[config.mk]
export PLATFORM = sky130hd
export DESIGN_NAME = video_page_engine_flat
export DESIGN_NICKNAME = d
export VERILOG_FILES = /design/src/rtl/video_page_engine_if.sv /design/src/rtl/video_page_engine.sv /design/src/flat_wrapper.sv
export SDC_FILE = /design/constraint.sdc
export NUM_CORES = 1
export LEC_CHECK = 0
export CAP_MARGIN = 10
export CORE_MARGIN = 5
export CORE_UTILIZATION = 51
export DETAILED_ROUTE_END_ITERATION = 8
export GPL_TIMING_DRIVEN = 1
export PLACE_DENSITY = 0.85
export SLEW_MARGIN = 10
export SYNTH_ARGS = -nofsm -noshare
export SYNTH_HDL_FRONTEND = slang
export SYNTH_SLANG_ARGS = --single-unit
[constraint.sdc]
create_clock -name clk -period 3 [get_ports clk]
set_clock_uncertainty 0.1 [all_clocks]
set_input_delay 0.9 -clock clk [delete_from_list [all_inputs] [get_ports clk]]
set_output_delay 0.9 -clock clk [all_outputs]
set_load 0.005 [all_outputs]
[src/rtl/video_page_engine_if.sv]
// Command handshake and page-RAM bus shared by anotherworld_cpu, the video page engine and the RAM.
// The slave view is the engine; the master view is its environment (CPU side plus RAM read data).
interface video_page_engine_if #(
  parameter int PIX_AW = 16
);
  logic              cmd_valid;
  logic              cmd_ready;
  logic [1:0]        cmd_op;
  logic [7:0]        cmd_a;
  logic [7:0]        cmd_b;
  logic              cmd_done;
  logic [PIX_AW+1:0] mem_addr;
  logic              mem_we;
  logic              mem_re;
  logic [3:0]        mem_wdata;
  logic [3:0]        mem_rdata;

  modport master (
    output cmd_valid, cmd_op, cmd_a, cmd_b, mem_rdata,
    input  cmd_ready, cmd_done, mem_addr, mem_we, mem_re, mem_wdata
  );

  modport slave (
    input  cmd_valid, cmd_op, cmd_a, cmd_b, mem_rdata,
    output cmd_ready, cmd_done, mem_addr, mem_we, mem_re, mem_wdata
  );
endinterface

[src/rtl/video_page_engine.sv]
// Executes the VM video opcodes (select/fill/copy/blit) one at a time against a 4-page 4bpp RAM,
// and owns the work-page and display-page registers.
module video_page_engine #(
  parameter int PIXELS = 64000,
  parameter int PIX_AW = 16
) (
  input  logic               clk,
  input  logic               reset,
  video_page_engine_if.slave bus,
  input  logic               vsync,
  output logic [1:0]         work_page,
  output logic [1:0]         display_page
);

  typedef enum logic [2:0] {
    S_IDLE,
    S_FILL,
    S_COPY_RD,
    S_COPY_WR,
    S_BLIT_WAIT
  } state_t;

  localparam logic [1:0]        OP_SELECT = 2'd0;
  localparam logic [1:0]        OP_FILL   = 2'd1;
  localparam logic [1:0]        OP_COPY   = 2'd2;
  localparam logic [1:0]        OP_BLIT   = 2'd3;
  localparam logic [PIX_AW-1:0] LAST_PIX  = PIX_AW'(PIXELS - 1);

  state_t            r_state;
  state_t            w_next;
  logic [1:0]        r_work;
  logic [1:0]        r_disp;
  logic [1:0]        r_src;
  logic [1:0]        r_dst;
  logic [3:0]        r_color;
  logic [PIX_AW-1:0] r_cnt;
  logic              r_done;
  logic              r_vsync;
  logic              r_vsyncInWait;

  logic              w_accept;
  logic [1:0]        w_pageA;
  logic [1:0]        w_pageB;
  logic              w_lastPix;
  logic              w_vsyncRise;
  logic              w_done;
  logic              w_we;
  logic              w_re;
  logic [PIX_AW+1:0] w_addr;
  logic [3:0]        w_wdata;

  // 0xFE/0xFF alias the current display/work page; everything else uses its low two bits.
  function automatic logic [1:0] resolvePage(input logic [7:0] op,
                                             input logic [1:0] work,
                                             input logic [1:0] disp);
    case (op)
      8'hFE:   return disp;
      8'hFF:   return work;
      default: return op[1:0];
    endcase
  endfunction

  assign w_accept  = bus.cmd_valid && (r_state == S_IDLE);
  assign w_pageA   = resolvePage(bus.cmd_a, r_work, r_disp);
  assign w_pageB   = resolvePage(bus.cmd_b, r_work, r_disp);
  assign w_lastPix = (r_cnt == LAST_PIX);
  // Only an edge whose low and high samples were both taken while waiting may complete a blit.
  assign w_vsyncRise = r_vsyncInWait && !r_vsync && vsync;

  always_ff @(posedge clk or posedge reset) begin
    if (reset) begin
      r_state <= S_IDLE;
    end else begin
      r_state <= w_next;
    end
  end

  always_comb begin
    w_next  = r_state;
    w_done  = 1'b0;
    w_we    = 1'b0;
    w_re    = 1'b0;
    w_addr  = '0;
    w_wdata = '0;
    case (r_state)
      S_IDLE: begin
        if (w_accept) begin
          case (bus.cmd_op)
            OP_SELECT: w_done = 1'b1;
            OP_FILL:   w_next = S_FILL;
            OP_COPY: begin
              if (w_pageA == w_pageB) w_done = 1'b1;
              else                    w_next = S_COPY_RD;
            end
            OP_BLIT:   w_next = S_BLIT_WAIT;
            default:   w_next = S_IDLE;
          endcase
        end
      end
      S_FILL: begin
        w_we    = 1'b1;
        w_addr  = {r_dst, r_cnt};
        w_wdata = r_color;
        if (w_lastPix) begin
          w_next = S_IDLE;
          w_done = 1'b1;
        end
      end
      S_COPY_RD: begin
        w_re   = 1'b1;
        w_addr = {r_src, r_cnt};
        w_next = S_COPY_WR;
      end
      S_COPY_WR: begin
        w_we    = 1'b1;
        w_addr  = {r_dst, r_cnt};
        w_wdata = bus.mem_rdata;
        if (w_lastPix) begin
          w_next = S_IDLE;
          w_done = 1'b1;
        end else begin
          w_next = S_COPY_RD;
        end
      end
      S_BLIT_WAIT: begin
        if (w_vsyncRise) begin
          w_next = S_IDLE;
          w_done = 1'b1;
        end
      end
      default: w_next = S_IDLE;
    endcase
  end

  always_ff @(posedge clk or posedge reset) begin
    if (reset) begin
      r_work        <= 2'd0;
      r_disp        <= 2'd1;
      r_src         <= 2'd0;
      r_dst         <= 2'd0;
      r_color       <= 4'd0;
      r_cnt         <= '0;
      r_done        <= 1'b0;
      r_vsync       <= 1'b0;
      r_vsyncInWait <= 1'b0;
    end else begin
      r_done        <= w_done;
      r_vsync       <= vsync;
      r_vsyncInWait <= (r_state == S_BLIT_WAIT);
      if (w_accept) begin
        r_cnt   <= '0;
        r_src   <= w_pageA;
        r_dst   <= (bus.cmd_op == OP_COPY) ? w_pageB : w_pageA;
        r_color <= bus.cmd_b[3:0];
        if (bus.cmd_op == OP_SELECT) r_work <= w_pageA;
      end else if ((r_state == S_FILL || r_state == S_COPY_WR) && !w_lastPix) begin
        r_cnt <= r_cnt + 1'b1;
      end
      if (r_state == S_BLIT_WAIT && w_vsyncRise) r_disp <= r_dst;
    end
  end

  assign bus.cmd_ready = (r_state == S_IDLE);
  assign bus.cmd_done  = r_done;
  assign bus.mem_addr  = w_addr;
  assign bus.mem_we    = w_we;
  assign bus.mem_re    = w_re;
  assign bus.mem_wdata = w_wdata;
  assign work_page     = r_work;
  assign display_page  = r_disp;

endmodule

[src/flat_wrapper.sv]
// flat-port wrapper written by rule: the top's interface ports become plain ports
module video_page_engine_flat 
#(
  parameter int PIXELS = 64000,
  parameter int PIX_AW = 16
)
  (clk, reset, vsync, work_page, display_page, bus_cmd_valid, bus_cmd_op, bus_cmd_a, bus_cmd_b, bus_mem_rdata, bus_cmd_ready, bus_cmd_done, bus_mem_addr, bus_mem_we, bus_mem_re, bus_mem_wdata);
  video_page_engine_if #(.PIX_AW(PIX_AW)) bus_i ();
  input  logic clk;
  input  logic reset;
  input  logic vsync;
  output logic [1:0] work_page;
  output logic [1:0] display_page;
  input wire logic [$bits(bus_i.cmd_valid)-1:0] bus_cmd_valid;
  input wire logic [$bits(bus_i.cmd_op)-1:0] bus_cmd_op;
  input wire logic [$bits(bus_i.cmd_a)-1:0] bus_cmd_a;
  input wire logic [$bits(bus_i.cmd_b)-1:0] bus_cmd_b;
  input wire logic [$bits(bus_i.mem_rdata)-1:0] bus_mem_rdata;
  output wire logic [$bits(bus_i.cmd_ready)-1:0] bus_cmd_ready;
  output wire logic [$bits(bus_i.cmd_done)-1:0] bus_cmd_done;
  output wire logic [$bits(bus_i.mem_addr)-1:0] bus_mem_addr;
  output wire logic [$bits(bus_i.mem_we)-1:0] bus_mem_we;
  output wire logic [$bits(bus_i.mem_re)-1:0] bus_mem_re;
  output wire logic [$bits(bus_i.mem_wdata)-1:0] bus_mem_wdata;
  assign bus_i.cmd_valid = bus_cmd_valid;
  assign bus_i.cmd_op = bus_cmd_op;
  assign bus_i.cmd_a = bus_cmd_a;
  assign bus_i.cmd_b = bus_cmd_b;
  assign bus_i.mem_rdata = bus_mem_rdata;
  assign bus_cmd_ready = bus_i.cmd_ready;
  assign bus_cmd_done = bus_i.cmd_done;
  assign bus_mem_addr = bus_i.mem_addr;
  assign bus_mem_we = bus_i.mem_we;
  assign bus_mem_re = bus_i.mem_re;
  assign bus_mem_wdata = bus_i.mem_wdata;
  video_page_engine #(.PIXELS(PIXELS), .PIX_AW(PIX_AW)) u_core (.clk(clk), .reset(reset), .bus(bus_i), .vsync(vsync), .work_page(work_page), .display_page(display_page));
endmodule
==> metrics <==
outcome=finished clean; Pre-antenna DRT Iters=4; Worst path most repeated cell=nor2_1; Req. time, crit path=2.00 ns; largest net degree at the start of global routing=35; share of the yosys chip area belonging to registers=0.436; Final #Nets=between 300 and 400; DRT iter0 DRCs=between 100 and 150; Die Y=71.9 microns; total congestion overflow=0; CP Data Arrival Time=1.87 ns; ranking of synthesized cells by area=dfrtp_1, nand2_1, and2_1; Cell Int Power=0.00116 W; cells along the critical path=nor2_1 -> nor2_1 -> buf_4 -> and2_1 -> clkdlybuf4s50_1; Hold Slack=0.394 ns; total core area=0.00369 sq mm; Worst-Skew Late Latency=0.28 ns; non-filler instance count after layout=between 300 and 400; Synth Instances=213; CTS max path bufs=2; WP buf/inv=2; Yosys reg bits=34; Die ar.=0.00517 sq mm; io pins=56; Logic pwr share=0.400; Post-synth ARST share=1.00; RSZ-0062 raised after global routing=false; Tcrit/Tclk final=0.956; final wirelength=4.68 mm; Area Overhead vs Synth=39.9%; Seq pwr share=0.379; vias per cell=5.22; power per cell area=~650 mW/mm^2; Port Buffers=55; Slowest-stage cell, CP=dfrtp_1; net switching fraction of the power=0.346; fin. max-slew vios=0; worst rel slew slack=0.666; maximum clock frequency=0.349 GHz; number of flops mapped to enable cells by yosys=0; ANT cells=0; Final ANT Viol Nets=0; Cells after DPL=321; CTS sink cnt=34; minimum clock period=2.87 ns; critical path type=reg2out; class of the worst hold path=reg2reg; crit end category=primary output; setup violators final=0; Worst-Margin Slew=approximately 0.50 ns; setup bufs post-CTS=0; H-tree Lvls=2; crit-path leading delay family=buffers and inverters; ys flop type=dfrtp_1; total power=about 0.0018 W; leakage power=approximately 1.2 nW; CTS tree=done; Yosys top cell area share=0.422; Worst-path clk slew=roughly 0.070 ns; first-pass GRT wire length=around 8 mm; post-CTS sizing=4; share of cells above drive strength 1=0.125; slowest stage delay, CP=0.47 ns; Clk pwr share=0.222; vias in the first global route=between 1500 and 2000; HPWL Detailed=3.50 mm; drt wl/cell=between 10 and 15 microns; crit start category=flip-flop; Synth cell types=41; GR Util All Layers=0.198; syn nets=244; DRC errors left=0; Initial Utilization=0.530; P_sw=0.000611 W; Yosys warnings=0; Hold Fails Final Rpt=0; Die X=about 72 microns; Rows=22; Max-Cap Viols=0; Placer Congestion=a little under 0.9; Critical Path Fanout Max=16; initial antenna violation count=0; Hold Buf Count CTS=0; area leader, netlist=dfrtp_1; Worst IR Drop VDD=~0.38 mV; cts bufs inserted=5; Avg Cell Area, Syn=9.18 sq um; CTS root buffer=clkbuf_8; Synth Cell Area=0.00196 sq mm; DR vias=between 1500 and 2000
-- cell usage in the layout (no fill, tap or decap), types with 2 or more instances in the layout --
master           Yosys  layout
nand3_1              6       6
clkdlybuf4s50_1      0      51
dlygate4sd2_1        0       4
xor2_1              12      12
a22o_1               2       2
o21ai_0             10      10
inv_1                7       7
nor4_4               2       2
a21oi_1              4       4
buf_4                0      12
clkbuf_8             0       8
nor2_1              28      28
nor3_1               3       3
dfrtp_1             33      33
nand2_1             31      31
o31ai_1              2       2
mux2_2               5       5
xnor2_1              5       5
nand4_1              9       9
ha_1                 5       5
mux2i_1              4       4
and2_1              17      17
-- final timing paths --
check / startpoint / end / slack [ns] / cells after the start
hold reg to reg: u_core.r_color[0] / u_core.r_color[0] / 0.39 / 2
min in group asynchronous: reset / u_core.r_state[1] / 0.91 / 3
hold / removal: u_core.r_color[0] / u_core.r_color[0] / 0.39 / 2
max in group asynchronous: reset / u_core.display_page[0] / 1.56 / 3
setup / recovery: u_core.r_state[0] / bus_mem_addr[10] / 0.13 / 5
setup reg to reg: u_core.r_cnt[0] / u_core.r_cnt[9] / 0.82 / 7
-- power groups by stage --
stage	Sequential [W]	Combinational [W]	Clock, W
finish	0.000669	0.000705	0.000391
detailed placement	0.000670	0.000722	0
global route	0.000689	0.000797	0.000417
floorplan	0.000643	0.000393	0
global placement	0.000669	0.000704	0
CTS	0.000665	0.000714	0.000399
-- metrics by stage --
| step | TNS, ns | utilization | area [sq um] | setup slack [ns] |
|---|---|---|---|---|
| after CTS | 0 | 0.741 | 2730 | 0.109 |
| final | 0 | 0.742 | 2740 | 0.132 |
| after global placement | 0 | 0.712 | 2630 | 0.00445 |
| after detailed placement | -0.112 | 0.712 | 2630 | -0.0454 |
| after floorplan | 0 | - | 1960 | 0.610 |
| after global routing | 0 | 0.742 | 2740 | 0.0189 |
-- registers in the layout, indices dropped and copies added, names as in the netlist --
register / count
u_core.bus.cmd_done: 1
u_core.display_page: 2
u_core.r_cnt: 16
u_core.r_color: 4
u_core.r_dst: 2
u_core.r_src: 2
u_core.r_state: 3
u_core.r_vsync: 1
u_core.r_vsyncInWait: 1
u_core.work_page: 2
-- tightest hold or removal path, cell delays in order, from the launching register on --
cell and delay [ns]:
dfrtp_1 0.35, nand2_1 0.06, nand2_1 0.06
-- kinds of logic after synthesis --
kind of cell             count (synthesis)  synth area share
AND/OR/NAND/NOR                        106             0.282
flip-flops                              34             0.436
AO/OA/AOI/OAI                           27            0.0941
XOR/XNOR                                17            0.0761
buffers and inverters                   15            0.0307
multiplexers                             9            0.0493
adder cells (fa/ha/maj)                  5            0.0320
-- area by class of cell --
cell class	count	area (sq um)
multi-input cells	164	1050
fillers	263	952
flip-flops and latches	34	852
repair buffers	67	636
clock buffers	8	110
well taps	48	60.1
inverters	8	30.0
-- Yosys cell counts (all sizes together), types with 3 or more instances --
library cell and number:
and2 17, clkbuf 4, xor2 12, nand2 31
xnor2 5, nand3 6, nor2 29, mux2i 4
nor3 3, o31ai 3, a21oi 4, nor4 3
mux2 5, inv 8, nand4 10, ha 5
dfrtp 33, o21ai 10, buf 3
-- metal layers --
| metal | global-route usage | routed length, microns | vias up | share of wire |
|---|---|---|---|---|
| met5 | 0 | 0 | - | 0 |
| met4 | 0.0689 | 74 | 0 | 0.016 |
| met3 | 0.0332 | 236 | 8 | 0.050 |
| met2 | 0.330 | 2300 | 48 | 0.49 |
| met1 | 0.261 | 2070 | 802 | 0.44 |
| li1 | - | - | 860 | - |
No activity file was read; power rests on OpenSTA's default activity.
